### src/rtl/fft_pkg.sv
// fft_pkg: shared constants, sample type, controller states and index helper for the 8-point FFT
package fft_pkg;
    localparam int N_POINTS = 8;
    localparam int HALF_W   = 25;
    localparam int SAMPLE_W = 2 * HALF_W;

    typedef struct packed {
        logic signed [HALF_W-1:0] re;
        logic signed [HALF_W-1:0] im;
    } cplx_t;

    typedef enum logic [1:0] {FILL, RUN, DRAIN} fft_ctrl_state_t;

    function automatic logic [2:0] bitrev3(input logic [2:0] i);
        return {i[0], i[1], i[2]};
    endfunction
endpackage

### src/rtl/fft8_frame_ctrl.sv
// fft8_frame_ctrl: gathers 8-sample frames, holds them for the butterfly latency, streams results out
module fft8_frame_ctrl
    import fft_pkg::*;
#(
    parameter int PIPE_LAT   = 6,
    parameter bit BITREV_OUT = 1'b1
) (
    input  logic                              clk_i,
    input  logic                              rst_i,
    input  logic [SAMPLE_W-1:0]               s_data_i,
    input  logic                              s_valid_i,
    output logic                              s_ready_o,
    output logic [N_POINTS-1:0][SAMPLE_W-1:0] bfly_signal_o,
    input  logic [N_POINTS-1:0][SAMPLE_W-1:0] bfly_result_i,
    output logic [SAMPLE_W-1:0]               m_data_o,
    output logic                              m_valid_o,
    input  logic                              m_ready_i,
    output logic                              m_last_o,
    output logic                              busy_o,
    output logic                              frame_done_o
);
    fft_ctrl_state_t state, state_d;
    logic [N_POINTS-2:0][SAMPLE_W-1:0] in_buf;
    logic [N_POINTS-1:0][SAMPLE_W-1:0] out_buf;
    logic [2:0] fill_idx, drain_idx;
    logic [3:0] lat_cnt;
    logic in_hs, out_hs;

    always_comb begin
        s_ready_o = state == FILL;
        m_valid_o = state == DRAIN;
        in_hs     = s_valid_i & s_ready_o;
        out_hs    = m_valid_o & m_ready_i;
        m_last_o  = m_valid_o & (drain_idx == 3'd7);
        m_data_o  = m_valid_o ? out_buf[BITREV_OUT ? bitrev3(drain_idx) : drain_idx] : '0;
        busy_o    = (state != FILL) | (fill_idx != 3'd0);
        state_d   = (in_hs && fill_idx == 3'd7)       ? RUN   :
                    (state == RUN && lat_cnt == 4'd0)  ? DRAIN :
                    (out_hs && drain_idx == 3'd7)      ? FILL  : state;
    end

    always_ff @(posedge clk_i or posedge rst_i) begin
        if (rst_i) state <= FILL;
        else       state <= state_d;
    end

    // The 8th sample goes straight to the butterfly, so in_buf only keeps the first seven.
    always_ff @(posedge clk_i or posedge rst_i) begin
        if (rst_i) begin
            in_buf        <= '0;
            out_buf       <= '0;
            bfly_signal_o <= '0;
            fill_idx      <= '0;
            drain_idx     <= '0;
            lat_cnt       <= '0;
            frame_done_o  <= 1'b0;
        end else begin
            frame_done_o <= out_hs & (drain_idx == 3'd7);
            if (in_hs) begin
                fill_idx <= fill_idx + 3'd1;
                if (fill_idx != 3'd7) in_buf[fill_idx] <= s_data_i;
                else begin
                    bfly_signal_o <= {s_data_i, in_buf};
                    lat_cnt       <= 4'(PIPE_LAT);
                end
            end
            if (state == RUN) begin
                if (lat_cnt != 4'd0) lat_cnt <= lat_cnt - 4'd1;
                else begin
                    out_buf   <= bfly_result_i;
                    drain_idx <= '0;
                end
            end
            if (out_hs) drain_idx <= drain_idx + 3'd1;
        end
    end
endmodule
### config.mk
export PLATFORM = sky130hd
export DESIGN_NAME = fft8_frame_ctrl
export DESIGN_NICKNAME = d
export VERILOG_FILES = /design/src/rtl/fft_pkg.sv /design/src/rtl/fft8_frame_ctrl.sv
export SDC_FILE = /design/constraint.sdc
export NUM_CORES = 2
export LEC_CHECK = 0
export CORE_AREA = 2 2 356 358
export CTS_BUF_LIST = sky130_fd_sc_hd__clkbuf_8
export CTS_CLUSTER_DIAMETER = 40
export DETAILED_ROUTE_END_ITERATION = 12
export DIE_AREA = 0 0 358 360
export DONT_BUFFER_PORTS = 1
export HOLD_SLACK_MARGIN = 0.08
export SLEW_MARGIN = 15
export SYNTH_ARGS = -nofsm -noshare
export SYNTH_HDL_FRONTEND = slang
export SYNTH_SLANG_ARGS = --single-unit
### constraint.sdc
create_clock -name clk_i -period 44.4 [get_ports clk_i]
set_input_delay 2.22 -clock clk_i [delete_from_list [all_inputs] [get_ports clk_i]]
set_output_delay 2.22 -clock clk_i [all_outputs]
set_load 0.01 [all_outputs]
# Yosys cells after proc, flatten, opt, wreduce, memory -nomap -nowiden
# Index checks and enable logic that the tools add are counted.
# word_totals
regBits	1163
in_bits	454
wordCells	78
# classes
n_addsub	3
magnitude_cmp	3
eq_ne	6
mux	16
bitwise_logic	7
reduce_logical	15
# ops
cell	n
$bwmux W350	1
$bmux W50 S3	1
$demux W50 S3	1
$mux W50	3
$mux W4	4
$mux W3	3
$lt A3 B4 Y1 const B	2
$reduce_and A2 Y1	4
$add A3 B1 Y3 const B	2
$eq A3 B3 Y1 const B	2
$mux W2	3
$reduce_bool A3 Y1	2
$and A1 B1 Y1	4
$logic_and A1 B1 Y1	4
$logic_not A4 Y1	1
$reduce_bool A2 Y1	2
$reduce_bool A4 Y1	1
$sub A4 B1 Y4 const B	1
$ge A3 B1 Y1 const B	1
$ne A3 B3 Y1 const B	1
$eq A2 B1 Y1 const B	1
$eq A2 B2 Y1 const B	1
$logic_not A2 Y1	1
$ne A2 B2 Y1 const B	1
other kinds (2)	3

# Logic depth before layout (Yosys ltp)
# depth
ltp_word	6
mapped_depth	8

# Worst setup path before layout
# OpenSTA, ideal clock, no wires.
# synth_timing
path_type	reg-to-output
start	reg drain_idx[1]
end	out m_data_o[0]
arrival_time_ps	1517
required_time_ps	42180
slack_ps	40663
stages_incl_launch_ff	7
path_cell_list	dfrtp_1 clkbuf_1 clkbuf_1 buf_2 mux2i_1 o22ai_1 or2_1
# synth_via
elab_chain_cells	3
# synth_rtl
item	line_no	text
start: declaration	fft8_frame_ctrl.sv:25	logic [2:0] fill_idx, drain_idx;
start signal: assignment	fft8_frame_ctrl.sv:74	if (out_hs) drain_idx <= drain_idx + 3'd1;
$bmux W50 S3	fft8_frame_ctrl.sv:35	m_data_o = m_valid_o ? out_buf[BITREV_OUT ? bitrev3(drain_idx) : drain_idx] : '0;
$mux W50 (2 in a row)	fft8_frame_ctrl.sv:35	
end: declaration	fft8_frame_ctrl.sv:15	output logic [SAMPLE_W-1:0] m_data_o,
# No other way between the ends. The select of a mux whose other input is x is not followed.

# Final worst setup path
# layout_timing
start	reg drain_idx[1]
end	out m_data_o[35]
# The elaborated chain is that of the path after synthesis.

==> results.ini <==
[floorplanning]
coreArea_um2 = 125000
io_pins = 909
initial_core_util_pct = 38.1
die_w_um = 358
die_area_um2 = 129000
rows = 130
die_h_um = 360

[yosys]
synth_area_um2 = 47600
yosysTopAreaCell = dfrtp_1
synth_seq_area_share_pct = 61.2
ys.flop_type = dfrtp_1
synthArstFlopShare_pct = 100
syn_inst = 3755
ys_warn_count = 0
synth_edf_count = 0
synth_nets = 4215
synth_top_area_share_pct = 61.2
ys_ff_latch = 1163
avgSynthCellArea_um2 = 12.7
synth_area_leaders = dfrtp_1, mux2_2, nand2_1
synthDistinctLibCells = 39

[global_route]
grt_max_degree = 228
grt_pass1_wl_mm = 195
grt_pass1_vias = 28800
grt_antenna_before_repair = 35
grt_overflow = 0
grt.total_usage_pct = 20.3

[drt]
final_antenna_net_count = 0
route.vias.total = 28200
wl_per_cell_um = 23.7
drtPass1Iterations = 5
wl_met3_mm = 10.2
via_per_inst = 5.04
drt-met1-wl_mm = 54.5
wl_met2_mm = 63.4
drt-total-wl_mm = 133
drtIter0Drc = 2126
top_layer_used = met5
drcViolationCount = 0

[finish]
nets = 4232
utilization_pct = 42.4
final_common_cell = nand2_1
finish.cell_count_without_fillers = 5590
drive_gt1_share_pct = 27.3
most-common-layout-cells = nand2_1, dfrtp_1, mux2_2
area_delta_synth_final_pct = 11.2

[clock_network]
post_cts_resized = 0
cts_root_buffer = clkbuf_8
cts_max_level = 4
cts_buffers = 197
tritoncts = done
clkLatencyLatePin_ps = 910
clockBufferDepth = 3
ctsHoldBuffers = 0
clkSlewWorstSetupHoldPaths_ps = 60
clock_sink_count = 1163
cts_setup_buffers = 0

[sta]
rsz0062_at_grt = false
setup-tns-final_ps = 0
layout_min_cycle_time_ps = 6470
finalClockSkew_ps = 39.5
final-hold-violation-count = 0
slew_viol_final = 0
timing.fmax_ghz = 0.155
setup_viol = 0
worst_slew_margin_rel_pct = 15.9
period_share_pct = 14.6
worstMarginPinSlew_ps = 1260

[hold_path]
holdPathStages = 2
hold_path_class = reg2reg

[critical_path]
setup.worst_path.end = m_data_o[35]
path_max_fanout = 130
r2r-start = state[0]
reg2reg_depth = 5
reg2reg_slack_ps = 39930
crit_type = reg2out
cp-end-kind = output pin
r2r-end = out_buf[82]
required_ps = 42180
cp-startpoint = drain_idx[1]
start_kind = register
cp_data_arrival_time_ps = 4250

[status]
status = complete, no violations

[run]
maxCapViolations = 0

[place]
dpl.cell_count = 5223
portBuffers = 0
gp_congestion = 0.893
dp_hpwl_mm = 87.1

[power_and_ir_drop]
p_per_area_nw_per_um2 = 63.9
peakVddDrop_mv = 0.0358
power_leakage_uw = 0.0275

-- routing by layer --
metal | global-route usage, % | vias up
li1 | - | 12600
met2 | 32.2 | 839
met4 | 8.26 | 14
met3 | 7.10 | 233
met1 | 25.1 | 14500
met5 | 0 | -
-- cells in the mapped netlist (all sizes together), types with 2 or more instances --
master and n:
nand2 1209, mux2i 202, nor3b 2, and2 3, nand3 9, inv 6
o21ai 5, ha 6, dfrtp 1163, nand4bb 3, or2 50, mux2 751
nand3b 2, o22ai 101, buf 152, clkbuf 67, nor2b 4, nor2 7
-- metrics by stage --
| stage | hold WS (ps) | setup slack, ps | cell area (um2) | total power, uW |
|---|---|---|---|---|
| final | 430 | 37930 | 52900 | 3380 |
| after global routing | 440 | 37730 | 52900 | 3570 |
| after CTS | 419 | 37860 | 52900 | 3420 |
| after detailed placement | 442 | 38810 | 48700 | 2410 |
| after global placement | 441 | 38810 | 48700 | 2380 |
| after floorplan | 433 | 9420 | 47600 | 2200 |
-- worst min-delay path by stage --
stage / startpoint / to / slack [ps]
4_1_cts: in_buf[290] / bfly_signal_o[290] / 420
6_report: in_buf[176] / bfly_signal_o[176] / 430
2_1_floorplan: in_buf[100] / bfly_signal_o[100] / 430
5_1_grt: in_buf[290] / bfly_signal_o[290] / 440
3_5_place_dp: in_buf[178] / bfly_signal_o[178] / 440
3_3_place_gp: in_buf[263] / bfly_signal_o[263] / 440
-- registers in the layout, summed over array words and instances (netlist names) --
register	cells
state	2
bfly_signal_o	400
lat_cnt	4
out_buf	400
fill_idx	3
frame_done_o	1
drain_idx	3
in_buf	350
-- kinds of logic after synthesis --
group,after synthesis,share of synthesized area (%)
simple gates,1297,10.9
flops,1163,61.2
mux,953,23.5
buf+inv,225,2.84
compound gates,110,1.44
fa+ha+maj,6,0.158
xor+xnor,1,0.0184
-- critical path, stage by stage (launching register included) --
cell and delay (ps):
dfrtp_4 730, buf_4 780, buf_12 720, mux2i_1 310
o22ai_1 100, or2_1 360
-- cell type report --
class | instances | area [um2]
sequential | 1163 | 29100
clock buffer | 242 | 3330
multi-input combinational | 2367 | 17200
timing repair buffer | 37 | 340
clock inverter | 104 | 793
antenna | 21 | 52.6
tap | 1650 | 2060
inverter | 6 | 30.0
fill | 11700 | 72000
-- power breakdown --
group          internal [uW]  switching, uW
combinational            373            293
clock                    543            451
sequential              1410            315
Note: power is estimated with default switching activity, not from simulation.
